$ cat src/rtl/sample_fetch_pkg.sv
// Shared types and defaults for the sample SDRAM read scheduler.
package sample_fetch_pkg;

  localparam int unsigned NUM_CH_DEF  = 4;
  localparam int unsigned ADDR_W_DEF  = 25;
  localparam int unsigned TIMEOUT_DEF = 63;
  localparam int unsigned CNT_W       = 6;

  typedef enum logic [1:0] {
    ST_IDLE  = 2'd0,
    ST_ISSUE = 2'd1,
    ST_WAIT  = 2'd2,
    ST_DONE  = 2'd3
  } state_e;

  // Clears the byte-select bit so every fetch is a 16-bit word read.
  function automatic logic [31:0] word_align(input logic [31:0] addr);
    return {addr[31:1], 1'b0};
  endfunction

endpackage

$ cat src/rtl/sample_fetch_arb_rr.sv
// Combinational round-robin picker: first requester strictly after last_i, cyclic.
module rr_arbiter #(
  parameter int unsigned NUM_CH = 4
) (
  input  logic [NUM_CH-1:0]         req_i,
  input  logic [$clog2(NUM_CH)-1:0] last_i,
  output logic [NUM_CH-1:0]         gnt_o,
  output logic [$clog2(NUM_CH)-1:0] idx_o
);
  localparam int unsigned IDX_W = $clog2(NUM_CH);

  // Scan farthest-to-nearest so the nearest requester after last_i overwrites the rest.
  always_comb begin
    gnt_o = '0;
    idx_o = '0;
    for (int unsigned k = NUM_CH; k >= 1; k--) begin
      if (|(req_i & (NUM_CH'(1) << ((32'(last_i) + k) % NUM_CH)))) begin
        gnt_o = NUM_CH'(1) << ((32'(last_i) + k) % NUM_CH);
        idx_o = IDX_W'((32'(last_i) + k) % NUM_CH);
      end
    end
  end

endmodule

$ cat src/rtl/sample_fetch_arb.sv
// Round-robin read scheduler for the shared sample SDRAM port; yields the port to downloads.
// Optional per-voice one-word read cache is enabled by defining SAMPLE_FETCH_CACHE_EN.
module sample_fetch_arb
  import sample_fetch_pkg::*;
#(
  parameter int unsigned NUM_CH  = NUM_CH_DEF,
  parameter int unsigned ADDR_W  = ADDR_W_DEF,
  parameter int unsigned TIMEOUT = TIMEOUT_DEF
) (
  input  logic                     clk,
  input  logic                     reset,
  input  logic                     dl_active,
  input  logic                     dl_wr,
  input  logic [ADDR_W-1:0]        dl_addr,
  input  logic [7:0]               dl_data,
  input  logic [NUM_CH-1:0]        ch_req,
  input  logic [NUM_CH*ADDR_W-1:0] ch_addr,
  output logic [NUM_CH-1:0]        ch_valid,
  output logic [15:0]              ch_data,
  output logic [ADDR_W-1:0]        mem_addr,
  output logic                     mem_rd,
  output logic                     mem_we,
  output logic [7:0]               mem_din,
  input  logic [15:0]              mem_dout,
  input  logic                     mem_ack,
  output logic                     timeout_err
);
  localparam int unsigned      IDX_W    = $clog2(NUM_CH);
  localparam logic [CNT_W-1:0] CNT_LAST = CNT_W'(TIMEOUT - 1);
  localparam logic [CNT_W-1:0] CNT_MAX  = '1;

  state_e              state_q, state_d;
  logic [IDX_W-1:0]    last_q, last_d;
  logic [IDX_W-1:0]    idx_q, idx_d;
  logic [ADDR_W-1:0]   addr_q, addr_d;
  logic [CNT_W-1:0]    cnt_q, cnt_d;
  logic                rd_q, rd_d;
  logic [NUM_CH-1:0]   valid_q, valid_d;
  logic [15:0]         data_q, data_d;
  logic                terr_q, terr_d;

  logic [NUM_CH-1:0]   gnt;
  logic [IDX_W-1:0]    gnt_idx;
  logic [ADDR_W-1:0]   sel_addr;

  rr_arbiter #(.NUM_CH(NUM_CH)) u_arb (
    .req_i  (ch_req),
    .last_i (last_q),
    .gnt_o  (gnt),
    .idx_o  (gnt_idx)
  );

  always_comb begin
    sel_addr = '0;
    for (int unsigned i = 0; i < NUM_CH; i++) begin
      if (gnt[i]) sel_addr = ch_addr[i*ADDR_W +: ADDR_W];
    end
  end

`ifdef SAMPLE_FETCH_CACHE_EN
  logic [ADDR_W-1:0] tag_q  [NUM_CH];
  logic [15:0]       cdat_q [NUM_CH];
  logic [NUM_CH-1:0] cval_q;
  logic [NUM_CH-1:0] hit;
  logic [NUM_CH-1:0] hit_gnt;
  logic [IDX_W-1:0]  hit_idx;
  logic              fill_ack;
  logic              fill_to;

  always_comb begin
    hit = '0;
    for (int unsigned i = 0; i < NUM_CH; i++) begin
      hit[i] = ch_req[i] & cval_q[i] &
               (tag_q[i] == ADDR_W'(word_align(32'(ch_addr[i*ADDR_W +: ADDR_W]))));
    end
  end

  rr_arbiter #(.NUM_CH(NUM_CH)) u_hit_arb (
    .req_i  (hit),
    .last_i (last_q),
    .gnt_o  (hit_gnt),
    .idx_o  (hit_idx)
  );

  assign fill_ack = (state_q == ST_WAIT) && !dl_active && mem_ack;
  assign fill_to  = (state_q == ST_WAIT) && !dl_active && !mem_ack && (cnt_q == CNT_LAST);

  // A timed-out fill leaves the entry invalid; any download byte flushes every entry.
  always_ff @(posedge clk or posedge reset) begin
    if (reset) begin
      cval_q <= '0;
      for (int unsigned i = 0; i < NUM_CH; i++) begin
        tag_q[i]  <= '0;
        cdat_q[i] <= '0;
      end
    end else if (dl_active && dl_wr) begin
      cval_q <= '0;
    end else if (fill_ack) begin
      tag_q[idx_q]  <= addr_q;
      cdat_q[idx_q] <= mem_dout;
      cval_q[idx_q] <= 1'b1;
    end else if (fill_to) begin
      cval_q[idx_q] <= 1'b0;
    end
  end
`endif

  always_comb begin
    state_d = state_q;
    last_d  = last_q;
    idx_d   = idx_q;
    addr_d  = addr_q;
    cnt_d   = cnt_q;
    rd_d    = 1'b0;
    valid_d = '0;
    data_d  = data_q;
    terr_d  = terr_q;
    case (state_q)
      ST_IDLE: begin
        if (!dl_active) begin
`ifdef SAMPLE_FETCH_CACHE_EN
          if (|hit_gnt) begin
            idx_d   = hit_idx;
            last_d  = hit_idx;
            data_d  = cdat_q[hit_idx];
            valid_d = hit_gnt;
            state_d = ST_DONE;
          end else
`endif
          if (|gnt) begin
            idx_d   = gnt_idx;
            addr_d  = ADDR_W'(word_align(32'(sel_addr)));
            rd_d    = 1'b1;
            state_d = ST_ISSUE;
          end
        end
      end
      ST_ISSUE: begin
        if (dl_active) begin
          state_d = ST_IDLE;
        end else begin
          last_d  = idx_q;
          cnt_d   = '0;
          state_d = ST_WAIT;
        end
      end
      ST_WAIT: begin
        if (dl_active) begin
          // Rewind the pointer so the aborted voice is first in line again.
          last_d  = (idx_q == '0) ? IDX_W'(NUM_CH - 1) : idx_q - IDX_W'(1);
          state_d = ST_IDLE;
        end else if (mem_ack) begin
          data_d  = mem_dout;
          valid_d = NUM_CH'(1) << idx_q;
          state_d = ST_DONE;
        end else if (cnt_q == CNT_LAST) begin
          data_d  = '0;
          terr_d  = 1'b1;
          valid_d = NUM_CH'(1) << idx_q;
          state_d = ST_DONE;
        end else begin
          cnt_d = (cnt_q == CNT_MAX) ? cnt_q : cnt_q + CNT_W'(1);
        end
      end
      ST_DONE: begin
        state_d = ST_IDLE;
      end
      default: begin
        state_d = ST_IDLE;
      end
    endcase
  end

  always_ff @(posedge clk or posedge reset) begin
    if (reset) begin
      state_q <= ST_IDLE;
      last_q  <= IDX_W'(NUM_CH - 1);
      idx_q   <= '0;
      addr_q  <= '0;
      cnt_q   <= '0;
      rd_q    <= 1'b0;
      valid_q <= '0;
      data_q  <= '0;
      terr_q  <= 1'b0;
    end else begin
      state_q <= state_d;
      last_q  <= last_d;
      idx_q   <= idx_d;
      addr_q  <= addr_d;
      cnt_q   <= cnt_d;
      rd_q    <= rd_d;
      valid_q <= valid_d;
      data_q  <= data_d;
      terr_q  <= terr_d;
    end
  end

  // Download path owns the port outright while active.
  assign mem_rd      = rd_q & ~dl_active;
  assign mem_we      = dl_active & dl_wr;
  assign mem_din     = dl_active ? dl_data : 8'h00;
  assign mem_addr    = dl_active ? dl_addr : addr_q;
  assign ch_valid    = valid_q;
  assign ch_data     = data_q;
  assign timeout_err = terr_q;

endmodule

$ cat config.mk
export PLATFORM = sky130hd
export DESIGN_NAME = sample_fetch_arb
export DESIGN_NICKNAME = d
export VERILOG_FILES = /design/src/rtl/sample_fetch_pkg.sv /design/src/rtl/sample_fetch_arb_rr.sv /design/src/rtl/sample_fetch_arb.sv
export SDC_FILE = /design/constraint.sdc
export NUM_CORES = 1
export LEC_CHECK = 0
export BUFFER_PORTS_ARGS = -buffer_cell sky130_fd_sc_hd__buf_2
export CORE_UTILIZATION = 42
export CTS_BUF_LIST = sky130_fd_sc_hd__clkbuf_2 sky130_fd_sc_hd__clkbuf_4 sky130_fd_sc_hd__clkbuf_8
export CTS_CLUSTER_SIZE = 10
export DETAILED_ROUTE_END_ITERATION = 8
export GPL_TIMING_DRIVEN = 0
export PLACE_DENSITY = 0.84
export SETUP_SLACK_MARGIN = 0.1
export SYNTH_ARGS = -nofsm -noshare
export SYNTH_HDL_FRONTEND = slang
export SYNTH_SLANG_ARGS = --single-unit
export TNS_END_PERCENT = 100
$ cat constraint.sdc
create_clock -name clk -period 2.9 [get_ports clk]
set_input_delay 0.29 -clock clk [delete_from_list [all_inputs] [get_ports clk]]
set_output_delay 0.29 -clock clk [all_outputs]
set_load 0.03 [all_outputs]
; ---- Word level (Yosys, flattened, before mapping)
; Index checks and enable logic that the tools add are counted.
[classes]
n_addsub = 6
eq_ne = 14
n_shift = 5
muxes = 40
n_bitwise = 8
n_reduce_logical = 15
[ops]
columns = op, count
row1 = two-way mux 25 bit, 5
row2 = two-way mux 16 bit, 2
row3 = two-way mux 4 bit, 8
row4 = two-way mux 6 bit, 5
row5 = two-way mux 2 bit, 13
row6 = OR reduction 4 bit, 5
row7 = "<< shifter 1 x 2 -> 4 bit, first input constant", 5
row8 = bitwise AND 4 bit, 4
row9 = "!= test 2 bit, second input constant", 8
row10 = "equality test 6 bit, second input constant", 2
row11 = one-hot mux 6 bit (2 select lines), 1
row12 = AND reduction 3 bit, 4
row13 = two-way mux 8 bit, 1
row14 = one-hot mux 2 bit (4 select lines), 1
row15 = "adder 6 x 1 -> 6 bit, second input constant", 1
row16 = AND reduction 6 bit, 1
row17 = "adder 2 x 1 -> 2 bit, second input constant", 2
row18 = "adder 2 bit, second input constant", 2
row19 = "equality test 2 bit, second input constant", 2
row20 = zero test 2 bit, 2
row21 = "!= test 4 bit, second input constant", 1
row22 = one-hot mux 2 bit (2 select lines), 1
row23 = AND reduction 4 bit, 1
row24 = nonzero test 2 bit, 2
row25 = other kinds (5), 9
[totals]
regBits = 58
input_bits = 158
output_inout_bits = 56
elab_cells = 97

; ---- Logic depth before layout (Yosys ltp)
; Gate-level depths: netlist (run 1).
[logic_depth]
word_depth = 12
mapped_depth = 12
ltp_nobuf = 9

; ---- By module
; Synthesis (run 1) repeated with hierarchy kept, for this count alone.
[hier_totals]
cells_unflattened = 412
hier_area_um2 = 3848.7
[modules_own_cells]
columns = mod, instances, cells_each, area_each_um2, seq_area_each_um2
row1 = sample_fetch_arb, 1, 364, 3488.3, 1453.9
row2 = rr_arbiter, 1, 48, 360.3, 0.0

; ---- Worst setup path before layout (run 1)
; Ideal clock, no wire load.
[synth_path]
kind = register -> register
startpoint = reg last_q[0]
endpoint = reg addr_q[10]
setup_ps = 141
arrival_time_ps = 2781
required_ps = 2759
slack_ps = -22
path_stages_with_launch = 11
n_path_buf = 1
synth_period_minus_slack_ps = 2922
cell_sequence = dfstp_2 inv_1 ha_1 a222oi_1 nand2_2 a221o_1 o22ai_4 clkbuf_1 o21ai_0 o221ai_1 a31oi_1
[synth_via]
elab_chain_len = 12
word_cells_on_any_way = 26
cone_classes = 4 x add/sub / 4 x shift / 8 x mux / 4 x bitwise / 6 x reduce/logical
[synth_rtl]
columns = element, line
row1 = "start, declared", sample_fetch_arb.sv:33  ; logic [IDX_W-1:0] last_q, last_d;
row2 = "start signal, assigned", sample_fetch_arb.sv:177  ; last_q <= IDX_W'(NUM_CH - 1);
row3 = "start signal, assigned", sample_fetch_arb.sv:187  ; last_q <= last_d;
row4 = adder 2 x 1 -> 2 bit, "sample_fetch_arb_rr.sv:17, sample_fetch_arb_rr.sv:18"
row5 = << shifter 1 x 2 -> 4 bit, "sample_fetch_arb_rr.sv:17, sample_fetch_arb_rr.sv:18"
row6 = bitwise AND 4 bit, sample_fetch_arb_rr.sv:17  ; if (|(req_i & (NUM_CH'(1) << ((32'(last_i) + k) % NUM_CH)))) begin
row7 = OR reduction 4 bit, sample_fetch_arb_rr.sv:17
row8 = two-way mux 4 bit (3 in series), sample_fetch_arb_rr.sv:17
row9 = two-way mux 4 bit (*), sample_fetch_arb_rr.sv:17
row10 = two-way mux 25 bit (4 in series), sample_fetch_arb.sv:56  ; if (gnt[i]) sel_addr = ch_addr[i*ADDR_W +: ADDR_W];
row11 = "end signal, assigned", sample_fetch_arb.sv:189  ; addr_q <= addr_d;
row12 = "end, declared", sample_fetch_arb.sv:35  ; logic [ADDR_W-1:0] addr_q, addr_d;
; Mark *: on every way between the ends. The rest lies on a longest branch, timed or not.
; A chain may end at the register's enable or synchronous reset.

; ---- Worst setup path in the final report (run 1)
[layout_path]
startpoint = reg last_q[0]
endpoint = reg addr_q[19]
; The elaborated chain is that of the path after synthesis.

==> results of run 1 <==
==> cell usage in the layout (no fill, tap or decap), types with 17 or more instances in the layout <==
cell / instances
buf_2: 213
dfrtp_1: 56
nand2_1: 35
inv_1: 34
buf_4: 26
mux2_2: 24
o21ai_0: 21
nor2_1: 20
a31oi_1: 20
o221ai_1: 19
nor3b_2: 18
a22o_1: 17
nor2_2: 17
==> where the power goes <==
part | internal, mW | switching [mW]
registers | 1.18 | 0.267
logic | 2.53 | 3.43
clock network | 0.427 | 0.318
total | 4.14 | 4.02
==> flip-flops by register name (all words and copies together) (netlist names) <==
signal,count
timeout_err,1
addr_q,24
ch_valid,4
idx_q,2
cnt_q,6
ch_data,16
rd_q,1
state_q,2
last_q,2
==> through the flow <==
stage               total power [mW]  utilization  instances  setup WS (ns)
global placement                5.54        0.576        746         -0.344
floorplan                       4.54            -        430          0.105
finish                          8.15        0.688        792        -0.0832
detailed placement              5.70        0.578        747         -0.475
CTS                             7.29        0.651        783         0.0353
global route                    8.66        0.688        792         -0.168
==> area by class of cell <==
class / count / area (µm²)
plain buffers: 33 / 245
flip-flops and latches: 58 / 1450
clock inverters: 5 / 53.8
repair buffers: 237 / 1310
clock buffers: 11 / 145
fillers: 680 / 2750
inverters: 37 / 144
well taps: 108 / 135
diodes: 1 / 2.50
multi-input cells: 302 / 2570
==> cell families after synthesis <==
family | share of synthesized area
compound gates | 0.250
xor+xnor | 0.00908
fa+ha+maj | 0.0422
buf+inv | 0.0759
flops | 0.377
mux | 0.0778
simple gates | 0.168
==> synthesized netlist by cell type (13+ instances only) <==
cell and number:
nor2_1 41, a31oi_1 27, dfrtp_1 56, o21ai_0 27, nor3b_1 25, o221ai_1 24
mux2_2 24, a22o_1 19, nand2_1 36, inv_1 37, ha_1 13, clkbuf_1 19
==> path summary, 6_finish.rpt <==
kind / startpoint / end / slack (ns) / cells after the start
setup reg to reg: last_q[0]$_DFFE_PP1P_ / addr_q[19]$_DFFE_PP0P_ / -0.08 / 12
setup / recovery: last_q[0]$_DFFE_PP1P_ / addr_q[19]$_DFFE_PP0P_ / -0.08 / 12
max in group asynchronous: reset / last_q[0]$_DFFE_PP1P_ / 2.21 / 3
hold / removal: reset / ch_data[4]$_DFFE_PP0P_ / 0.05 / 2
min in group clk: mem_dout[10] / ch_data[10]$_DFFE_PP0P_ / 0.19 / 2
hold reg to reg: timeout_err$_DFFE_PP0P_ / timeout_err$_DFFE_PP0P_ / 0.47 / 1
==> what timing repair did <==
item                                    4_1_cts  5_1_grt
resized for setup                            67       59
pin swaps                                    25       19
endpoints found under the setup margin       28       28
cloned                                        1        1
hold endpoints to repair                      0        0
buffers inserted                             19        7
==> per-layer routing <==
| layer | track usage | routed length, µm | up-vias |
|---|---|---|---|
| li1 | - | - | 2064 |
| met1 | 0.299 | 5170 | 2082 |
| met2 | 0.479 | 6880 | 221 |
| met3 | 0.0644 | 838 | 52 |
| met4 | 0.129 | 546 | 0 |
| met5 | 0 | 0 | - |
==> worst max-delay path: stages (launching register included) <==
cell and delay [ns]:
dfstp_2 0.60, inv_4 0.08, ha_4 0.18, buf_4 0.13
a22oi_1 0.35, a211oi_4 0.12, buf_4 0.17, and3_2 0.24
o22a_4 0.24, buf_6 0.17, nor3b_1 0.26, o221ai_1 0.19
a31oi_1 0.17
==> flow_summary.yaml, run 1 <==
final_layout:
  finalNetCount: 849
  drive_gt1_frac: 0.559
  final_cell_area_um2: 6060
  area_growth_pct: 57.1
grt:
  antenna_found_initial: 1
  grtUsageTotal: 0.269
  grt_pass1_wl_um: 20600
  grt_pass1_vias: 4443
  grt_max_degree: 32
  grt.overflow.total: 0
routing:
  firstDrtPassIters: 8
  drt_iter0_drc: 194
  vias: 4419
  viasPerCell: 5.58
  finalWirelength_um: 13400
  drc: 22
  ant_nets: 0
  wl_per_cell_um: 17.0
synth:
  yosysTopAreaCell: "dfrtp_1"
  syn-instance-count: 430
  yosys_warnings: 0
  synth_flop_cell: "dfrtp_1"
  syn-num-nets: 601
  synth.distinct_cells: 47
  synth-seq-cells: 58
  synth_seq_area_share: 0.377
  syn_area_um2: 3860
  synthArstFlopShare: 1.00
  synthTopCellsByArea: "dfrtp_1, mux2_2, o221ai_1"
  synth_top_area_frac: 0.363
  postSynthAreaPerCell_um2: 8.97
  synth-edff-count: 0
clock_network:
  cts_tree: "yes"
  cts.sinks: 58
  clock_latency_ns: 0.33
  holdBufCountCts: 0
  cts_buffers: 9
  clock_path_buffers: 2
  cts.clk_slew.worst_paths_ns: 0.07
  cts-root-buf: "clkbuf_8"
  h-tree-depth: 3
place:
  io_buffers: 208
  gp_congestion: 0.920
  placed_cell_area_um2: 5090
  place_hpwl_um: 9610
timing:
  finClkSkew_ns: 0.00680
  fin_crit_sh: 1.03
  relSlewSlack: 0.569
  setup-violations-final: 9
  tns_ns: -0.145
  worstMarginPinSlew_ns: 0.646
  hold_ws_ns: 0.0488
  rsz0062_at_grt: "yes"
  maxSlewViolCount: 0
  max_freq_ghz: 0.335
  fin_crit_ns: 2.98
  setup_slack_ns: -0.0832
  hold_violations: 0
setup_path:
  path_class: "reg2reg"
  critPathMaxFanout: 10
  end_kind: "flop"
  arrival_ns: 3.23
  worstPathRequired_ns: 3.15
  start_kind: "flop"
job:
  maxCapViolCount: 0
die:
  core_um2: 8810
  ios: 214
  die_w_um: 97.9
  die_h_um: 97.9
  die_area_um2: 9570
  rows: 34
  initial_utilization: 0.438
min_path:
  worstHoldPathType: "in2async"
pwr:
  peakVddDrop_mv: 1.17
  power_density_nw_per_um2: 1350
  p_leak_nw: 2.90
status:
  violations: "DRC, setup timing"
  run_status: "finished, violations left"
(Power assumes the default switching activity.)
==> inputs of run 2 (changes only) <==
--- a/config.mk
+++ b/config.mk
@@ -6,6 +6,7 @@
 export NUM_CORES = 1
 export LEC_CHECK = 0
 export BUFFER_PORTS_ARGS = -buffer_cell sky130_fd_sc_hd__buf_2
+export CORE_MARGIN = 8
 export CORE_UTILIZATION = 42
 export CTS_BUF_LIST = sky130_fd_sc_hd__clkbuf_2 sky130_fd_sc_hd__clkbuf_4 sky130_fd_sc_hd__clkbuf_8
 export CTS_CLUSTER_SIZE = 10
==> flow_summary.yaml, run 2 (same netlist as run 1, synthesis figures left out) <==
timing:
  tns_ns: -0.00390
  hold_violations: 0
  setup_slack_ns: -0.00301
  hold_ws_ns: 0.190
  fin_crit_ns: 2.90
  relSlewSlack: 0.544
  max_freq_ghz: 0.344
  fin_crit_sh: 1.00
  rsz0062_at_grt: "yes"
  finClkSkew_ns: 0.0147
  worstMarginPinSlew_ns: 0.684
  setup-violations-final: 2
  maxSlewViolCount: 0
routing:
  firstDrtPassIters: 5
  finalWirelength_um: 16400
  drc: 0
  drt_iter0_drc: 355
  vias: 4595
  viasPerCell: 5.72
  wl_per_cell_um: 20.4
  ant_nets: 0
pwr:
  p_int_mw: 4.45
  clkPwrFrac: 0.088
  peakVddDrop_mv: 1.65
  swShare: 0.484
  power_density_nw_per_um2: 1390
  power_frac_comb: 0.749
  p_seq_frac: 0.163
  p_sw_mw: 4.18
  p_leak_nw: 2.97
  finalPower_mw: 8.62
job:
  maxCapViolCount: 0
setup_path:
  critPathMaxFanout: 6
  path_class: "reg2reg"
  end_kind: "flop"
  start_kind: "flop"
  worstPathRequired_ns: 3.16
  crit_start: "last_q[1]$_DFFE_PP1P_"
  r2r_start: "last_q[1]$_DFFE_PP1P_"
  arrival_ns: 3.16
final_layout:
  finalNetCount: 861
  regMostFlops: "addr_q"
  drive_gt1_frac: 0.538
  fillCellCount: 676
  final_cell_mix: "buf_2, dfrtp_1, nor2_1"
  layout_commonest_cell: "buf_2"
  final_cell_area_um2: 6180
  largest_reg_flops: 24
  multi_input_area_um2: 2530
  area_growth_pct: 60.2
  seqCellArea_um2: 1450
  num_antenna_cells: 0
status:
  violations: "setup timing"
  run_status: "finished, violations left"
clock_network:
  cts.clk_slew.worst_paths_ns: 0.08
  h-tree-depth: 3
  clock_latency_ns: 0.33
  cts_buffers: 9
  clock_path_buffers: 2
  cts.sinks: 58
  cts_tree: "yes"
  cts-root-buf: "clkbuf_8"
place:
  place_hpwl_um: 11300
  placed_cell_area_um2: 5090
  io_buffers: 208
  gp_congestion: 0.919
min_path:
  worstHoldPathType: "in2reg"
  hp-start: "mem_dout[5]"
die:
  ios: 214
  die_h_um: 112
  initial_utilization: 0.426
  core_um2: 9060
  die_w_um: 112
  die_area_um2: 12500
  rows: 35
grt:
  grt_pass1_wl_um: 24100
  met1_usage: 0.247
  grtUsageTotal: 0.237
  grt_max_degree: 40
  grt.overflow.total: 0
  antenna_found_initial: 0
  use_met2: 0.423
  grt_pass1_vias: 4900
  met3_usage: 0.0812
  grt.busiest_layer: "met2"
-- run 2: path summary, 6_finish.rpt --
path | endpoint | cells after the start | slack, ns
worst min register to register | timeout_err$_DFFE_PP0P_ | 1 | 0.46
worst max register to register | addr_q[20]$_DFFE_PP0P_ | 12 | -0.003
worst max-delay path | addr_q[20]$_DFFE_PP0P_ | 12 | -0.003
max in group asynchronous | last_q[1]$_DFFE_PP1P_ | 4 | 1.79
min in group asynchronous | addr_q[3]$_DFFE_PP0P_ | 3 | 0.51
worst min-delay path | ch_data[5]$_DFFE_PP0P_ | 2 | 0.19
-- run 2: layout make-up --
| type | count | share of cell area |
|---|---|---|
| clock inverters | 3 | 0.00648 |
| clock buffers | 11 | 0.0245 |
| plain buffers | 32 | 0.0425 |
| well taps | 111 | 0.0225 |
| multi-input cells | 303 | 0.410 |
| repair buffers | 249 | 0.236 |
| flip-flops and latches | 58 | 0.235 |
| inverters | 37 | 0.0237 |
-- run 2: timing repair --
item,in CTS,in global routing
pin swaps,55,30
cloned,5,1
setup endpoints to repair,28,28
buffers inserted,22,12
resized for setup,74,42
hold endpoints to repair,19,0
hold buffers,1,0
-- run 2: metal layers --
| metal | up-vias | wire, µm |
|---|---|---|
| li1 | 2087 | - |
| met1 | 2156 | 6050 |
| met2 | 294 | 8190 |
| met3 | 58 | 1540 |
| met4 | 0 | 619 |
| met5 | - | 0 |
-- run 2: through the flow --
stage | utilization | std cells | setup WS [ns]
2_1_floorplan | - | 430 | 0.105
3_3_place_gp | 0.560 | 749 | -0.310
3_5_place_dp | 0.562 | 750 | -0.431
4_1_cts | 0.648 | 792 | 0.0459
5_1_grt | 0.682 | 804 | -0.113
6_report | 0.682 | 804 | -0.00301
-- run 2: critical path, cell delays in order, from the launching register on --
cell       delay (ns)
dfstp_2          0.39
buf_4            0.17
buf_4            0.16
ha_2             0.19
a22o_4           0.27
o211a_4          0.27
buf_4            0.15
a221oi_4         0.29
o2bb2ai_4        0.23
a41oi_4          0.23
buf_6            0.19
buf_12           0.13
a31oi_1          0.16
-- run 2: power groups by stage --
stage	Clock [mW]	Combinational, mW	Sequential, mW
2_1_floorplan	0	2.96	1.58
3_3_place_gp	0	4.14	1.41
3_5_place_dp	0	4.27	1.42
4_1_cts	0.758	5.56	1.40
5_1_grt	0.794	6.85	1.44
6_report	0.761	6.46	1.41
